File: src/rtl/johnson_seq_ctrl.sv
`default_nettype none
// +--------------------------------------------------------------------------+
// | Module   : johnson_seq_ctrl                                              |
// | Brief    : N-stage Johnson sequencer with lap counting, pause and abort. |
// | Revision : 1.0                                                           |
// +--------------------------------------------------------------------------+
module johnson_seq_ctrl #(
  parameter int N      = 4,
  parameter int LAPS_W = 8,
  parameter int IDX_W  = 3
) (
  input  logic              clk,
  input  logic              reset,
  input  logic              start,
  input  logic [LAPS_W-1:0] laps,
  input  logic              dir,
  input  logic              hold,
  input  logic              stop,
  output logic [N-1:0]      q,
  output logic [IDX_W-1:0]  idx,
  output logic              busy,
  output logic              lap_tick,
  output logic              done,
  output logic [LAPS_W-1:0] laps_left
);

  typedef enum logic [1:0] {
    S_IDLE  = 2'd0,
    S_RUN   = 2'd1,
    S_PAUSE = 2'd2,
    S_DONE  = 2'd3
  } state_t;

  localparam logic [IDX_W-1:0] c_LAST_IDX = IDX_W'(2 * N - 1);

  state_t              r_state;
  logic [N-1:0]        r_q;
  logic [IDX_W-1:0]    r_idx;
  logic                r_busy;
  logic                r_lap_tick;
  logic                r_done;
  logic [LAPS_W-1:0]   r_laps_left;
  logic                r_dir;

  state_t              w_state_nxt;
  logic [N-1:0]        w_q_nxt;
  logic [IDX_W-1:0]    w_idx_nxt;
  logic                w_lap_tick_nxt;
  logic                w_done_nxt;
  logic [LAPS_W-1:0]   w_laps_left_nxt;
  logic                w_dir_nxt;
  logic [N-1:0]        w_q_step;
  logic [IDX_W-1:0]    w_idx_step;

  // One step in the latched direction; idx wraps explicitly since 2N may not be a power of two.
  always_comb begin
    if (r_dir) begin
      w_q_step   = {r_q[N-2:0], ~r_q[N-1]};
      w_idx_step = (r_idx == '0) ? c_LAST_IDX : r_idx - IDX_W'(1);
    end else begin
      w_q_step   = {~r_q[0], r_q[N-1:1]};
      w_idx_step = (r_idx == c_LAST_IDX) ? '0 : r_idx + IDX_W'(1);
    end
  end

  always_comb begin
    w_state_nxt     = r_state;
    w_q_nxt         = r_q;
    w_idx_nxt       = r_idx;
    w_lap_tick_nxt  = 1'b0;
    w_done_nxt      = 1'b0;
    w_laps_left_nxt = r_laps_left;
    w_dir_nxt       = r_dir;

    unique case (r_state)
      S_IDLE: begin
        w_q_nxt         = '0;
        w_idx_nxt       = '0;
        w_laps_left_nxt = '0;
        if (start && !stop) begin
          w_state_nxt     = S_RUN;
          w_laps_left_nxt = laps;
          w_dir_nxt       = dir;
        end
      end

      S_RUN: begin
        if (stop) begin
          w_state_nxt     = S_IDLE;
          w_q_nxt         = '0;
          w_idx_nxt       = '0;
          w_laps_left_nxt = '0;
        end else if (hold) begin
          w_state_nxt = S_PAUSE;
        end else begin
          w_q_nxt   = w_q_step;
          w_idx_nxt = w_idx_step;
          // laps_left of zero marks a continuous run that never completes.
          if (w_q_step == '0) begin
            w_lap_tick_nxt = 1'b1;
            if (r_laps_left == LAPS_W'(1)) begin
              w_state_nxt     = S_DONE;
              w_done_nxt      = 1'b1;
              w_laps_left_nxt = '0;
            end else if (r_laps_left != '0) begin
              w_laps_left_nxt = r_laps_left - LAPS_W'(1);
            end
          end
        end
      end

      S_PAUSE: begin
        if (stop) begin
          w_state_nxt     = S_IDLE;
          w_q_nxt         = '0;
          w_idx_nxt       = '0;
          w_laps_left_nxt = '0;
        end else if (!hold) begin
          w_state_nxt = S_RUN;
        end
      end

      S_DONE: begin
        w_state_nxt     = S_IDLE;
        w_q_nxt         = '0;
        w_idx_nxt       = '0;
        w_laps_left_nxt = '0;
      end

      default: begin
        w_state_nxt     = S_IDLE;
        w_q_nxt         = '0;
        w_idx_nxt       = '0;
        w_laps_left_nxt = '0;
      end
    endcase
  end

  always_ff @(posedge clk or posedge reset) begin
    if (reset) begin
      r_state     <= S_IDLE;
      r_q         <= '0;
      r_idx       <= '0;
      r_busy      <= 1'b0;
      r_lap_tick  <= 1'b0;
      r_done      <= 1'b0;
      r_laps_left <= '0;
      r_dir       <= 1'b0;
    end else begin
      r_state     <= w_state_nxt;
      r_q         <= w_q_nxt;
      r_idx       <= w_idx_nxt;
      r_busy      <= (w_state_nxt == S_RUN) || (w_state_nxt == S_PAUSE);
      r_lap_tick  <= w_lap_tick_nxt;
      r_done      <= w_done_nxt;
      r_laps_left <= w_laps_left_nxt;
      r_dir       <= w_dir_nxt;
    end
  end

  assign q         = r_q;
  assign idx       = r_idx;
  assign busy      = r_busy;
  assign lap_tick  = r_lap_tick;
  assign done      = r_done;
  assign laps_left = r_laps_left;

endmodule
`default_nettype wire

File: config.mk
export PLATFORM = sky130hd
export DESIGN_NAME = johnson_seq_ctrl
export DESIGN_NICKNAME = d
export VERILOG_FILES = /design/src/rtl/johnson_seq_ctrl.sv
export SDC_FILE = /design/constraint.sdc
export NUM_CORES = 1
export LEC_CHECK = 0
export ABC_CLOCK_PERIOD_IN_PS = 3800
export CAP_MARGIN = 20
export CORE_ASPECT_RATIO = 1.5
export CORE_MARGIN = 1
export CORE_UTILIZATION = 30
export CTS_CLUSTER_DIAMETER = 30
export DETAILED_ROUTE_END_ITERATION = 8
export PLACE_DENSITY = 0.54
export RECOVER_POWER = 100
export SLEW_MARGIN = 20
export SYNTH_ARGS = -nofsm -noshare
export SYNTH_HDL_FRONTEND = slang
export SYNTH_SLANG_ARGS = --single-unit
File: constraint.sdc
create_clock -name clk -period 3.8 [get_ports clk]
set_input_delay 0.57 -clock clk [delete_from_list [all_inputs] [get_ports clk]]
set_output_delay 0.57 -clock clk [all_outputs]
set_load 0.02 [all_outputs]
==> results.md <==
Run status:
- The flow ran to the end, and the final reports show no timing, DRC or antenna violations.

Finish:
- The library cells used most frequently in the layout, excluding fill and tap cells, are 21 x dfrtp_1, 20 x dlygate4sd3_1, 17 x nor2_1.
- The most common library cell in the layout ignoring fill and taps is dfrtp_1.
- The area taken by flip-flops and latches is between 500 and 600 sq um.
- The area used by multi-input combinational logic is between 700 and 800 sq um.
- The finished layout holds 214 standard cells, fillers aside.
- The area growth from synthesis to layout is 29.46%.
- The final-layout fill cell count is 405.
- Of the cells placed in the final design, the portion with a size suffix greater than 1 is 5.917%.
- After the last flow step, the layout net total stands at 190.
- The repair_antennas step left the layout with diodes totalling 0.

Placement:
- The number of buffers inserted by port buffering is 31.
- After detailed placement, the design holds a cell count of 210.
- Before CTS, the worst setup slack after placement is 1.207 ns.
- The HPWL after detailed placement is 2.429 mm.
- At the end of routability-driven placement, the weighted congestion stood at 0.7972.

Die:
- The floorplan step set the die height to just over 80 um.
- The die covers ~4600 sq um.
- Once the floorplan was initialized, standard cells occupied 32.05% of the core.
- The boundary pin count is 32.
- The floorplan step set the die width to 55.57 um.
- In this run the standard cell core region covers 4029 sq um.
- The initialized floorplan defines 28 standard-cell rows.

Global route:
- The wire length of the first global-routing pass is about 5.4 mm.
- The initial antenna violation count is 0.
- Entering global routing, the biggest net connects 22 pins.
- The aggregate global routing overflow is 0.
- The via count of the first global-routing pass is ~1,100.
- The global router's overall resource usage is 15.03%.

Setup path:
- The depth of the worst register-to-register path is 5.
- The sort of element at the start of the critical path is an input pin.
- In this design, the stage delay of the slowest critical-path cell is just over 0.6 ns.
- Of all nets on the critical path, the largest fanout is 8.
- Traced cell by cell, the critical path runs through dlygate4sd3_1, nor3b_1, nand2_1, nor2_1, a21o_1, mux2_1.
- The class of the most critical setup path is input pin to flip-flop.
- The arrival time at the worst endpoint is ~2.9 ns.
- The standard cell with the maximum stage delay on the critical path is dlygate4sd3_1.
- The worst path required time is 3.95 ns.
- The worst setup path is captured at a flip-flop.
- The worst register-to-register path has a setup slack of 1.59 ns.

Clocking:
- Counting every sink on the clock net gives 21.
- The clock tree from TritonCTS is built.
- The number of buffers added by the clock tree synthesis step is 3.
- After clock tree synthesis, the clock-pin slew on the worst setup and hold paths is 0.08 ns.
- The maximum clock path buffer count is 2.
- In this run the number of H-tree levels came out at 1.
- Post-CTS repair changed the size of 0 cells.
- The clock tree root buffer cell is clkbuf_8.
- The number of setup buffers added after CTS is 0.
- The number of hold buffers added after CTS was 0.
- The latest clock arrival within the worst-skew pair is 0.27 ns.

Power:
- The power density over the cells is approximately 390 nW/um^2.
- The total power draw is 656.7 uW.
- The peak ir drop on the vdd network is about 0.19 mV.
- Of the total power, combinational logic draws 33.8%.
- Net switching is 36.93% of the power.
- Internal power comes to 414.2 uW.
- The switching power is 242.5 uW.
- The clock network accounts for 22.8% of the total power.
- The register share of total power is 43.4%.
- In this run the static leakage power is 0.7589 nW.

Synth:
- Synthesis instantiated 39 different standard cells from the library.
- The combinational family with the most area after synthesis is compound AO/OA/AOI/OAI gates.
- The number of storage elements in the synthesis netlist is 21.
- The proportion of synthesized chip area in sequential cells is between 40% and 50%.
- Summing the areas of all fa, ha and maj instances in the mapped netlist gives 5.814% of the synthesized area.
- Counting every instance in the synthesized netlist gives 138.
- Synthesis produced a netlist with a net count of 158.
- The post-synthesis average cell area is 9.357 sq um.
- Yosys printed 0 warnings.
- Summing the areas of all and, or, nand and nor instances in the mapped netlist gives about a fifth of the synthesized area.
- The xor-xnor portion of the synthesized cell area is 0.6783%.
- The compound-gate portion of the synthesized area is 22.58%.
- The post-synthesis instance area is 1291 sq um.
- The share of cell area taken by muxes after synthesis is 4.264%.

Timing:
- The setup skew after layout is 0.005142 ns.
- The final hold violation count is 0.
- The final-layout setup total negative slack is 0 ns.
- The worst path needs 2.725 ns of the cycle, external delays included.
- The part of the cycle the worst path needs is 71.70%.
- The final number of max-transition violations is 0.
- The worst pin sits at a relative slew slack of 33.77%.
- Setup repair after global routing left no endpoint under its margin.
- At the pin with the least slew margin, the transition time is a little under 1 ns.
- The worst path meets setup with 1.075 ns of slack.
- The maximum achievable frequency is 367.0 MHz.
- The count of endpoints failing setup in the final report is 0.

Route:
- For this run, design rule violations remaining after detail routing come to 0.
- For this block, the routed nets add up to 3.169 mm of wire.
- The mean number of vias per cell is 5.439.
- The first detailed-routing pass took 4 iterations.
- The final route contains 1,164 vias.
- The initial detailed-routing violation count is 44.
- The detail-routed net length per standard cell is 14.81 um.
- The count of nets left with antenna violations once routing finished came out at 0.

Run:
- The tool flagged a number of max-cap violations equal to 0.

Hold path:
- The tightest min-delay check is of the flip-flop to flip-flop type.
- The worst hold path was traced through 2 stages.
==> power groups by stage <==
stage	Combinational, mW	Clock (mW)	Sequential (mW)
floorplan	0.136	0	0.301
global placement	0.232	0	0.290
detailed placement	0.232	0	0.290
CTS	0.234	0.157	0.285
global route	0.246	0.163	0.291
finish	0.222	0.150	0.285
==> cells by family (layout without fill, tap and decap cells) <==
family          Yosys count  after routing
xor+xnor                  1              1
flops                    21             21
buf+inv                  12             43
simple gates             49             49
compound gates           44             44
fa+ha+maj                 6              6
mux                       5              5
==> worst paths after layout <==
check | from | to
worst min-delay path | idx[1] | idx[1]
max in group asynchronous | reset | busy
worst max-delay path | stop | laps_left[6]
min in group asynchronous | reset | q[2]
worst min register to register | idx[1] | idx[1]
worst max register to register | r_state[1] | laps_left[6]
==> through the flow <==
stage	hold slack (ns)	area (sq um)	util, %
2_1_floorplan	0.5465	1291	-
3_3_place_gp	0.5330	1634	40.56
3_5_place_dp	0.5469	1634	40.56
4_1_cts	0.5652	1680	41.71
5_1_grt	0.6022	1672	41.49
6_report	0.5447	1672	41.49
==> layer usage <==
metal  part of all wire [%]  vias to the layer above  GRT usage (%)
li1                       -                      564              -
met5                      0                        -              0
met3                    3.4                        5          2.025
met2                     52                       32          27.59
met1                     43                      563          17.56
met4                    1.5                        0          6.500
==> Yosys cell counts <==
library cell	number	area (sq um)
o221ai_1	1	8.760
xor2_1	1	8.760
nand2_1	12	45.04
nor4b_1	1	8.760
nor4b_2	2	30.03
o21ai_1	1	5.000
inv_1	8	30.03
a21oi_2	1	8.760
ha_1	6	75.07
nor3_1	1	5.000
a22oi_1	4	30.03
and3b_1	1	8.760
a21o_1	2	15.01
o31ai_1	4	30.03
a22o_1	1	8.760
o21bai_1	2	15.01
or2_0	1	6.260
dfrtp_1	21	525.5
mux2_4	1	15.01
clkbuf_1	2	7.510
o21a_1	1	7.510
or3b_2	1	8.760
a21oi_1	7	35.03
o21ai_0	12	60.06
a311oi_1	2	17.52
nand2b_1	2	12.51
or4b_1	1	10.01
nor2b_1	4	25.02
mux2i_1	4	40.04
a31oi_1	1	6.260
a32oi_1	3	26.28
nor2_1	17	63.81
o22a_1	1	8.760
and3_1	1	6.260
nor3b_2	2	25.02
nor3b_1	1	7.510
buf_6	2	22.52
o2111ai_1	1	8.760
nor4_1	2	12.51
==> registers in the layout (all words and copies together) (netlist names) <==
name and cells:
r_dir 1, q 4, r_state 2, lap_tick 1, done 1, idx 3
laps_left 8, busy 1
==> final cells by class <==
cell class / count / share of cell area [%]
Inverter: 8 / 1.796
Sequential cell: 21 / 31.44
Clock buffer: 3 / 2.470
Clock inverter: 1 / 0.2994
Tap cell: 45 / 3.368
Timing Repair Buffer: 31 / 18.56
Multi-Input combinational cell: 105 / 42.07
==> critical path, delay by kind of cell <==
kind	cells	cell delay (ns)
buffers and inverters	1	0.62
muxes	1	0.35
and+or+nand+nor	3	1.03
AOI/OAI and AO/OA	1	0.30
No activity file was read; power rests on OpenSTA's default activity.
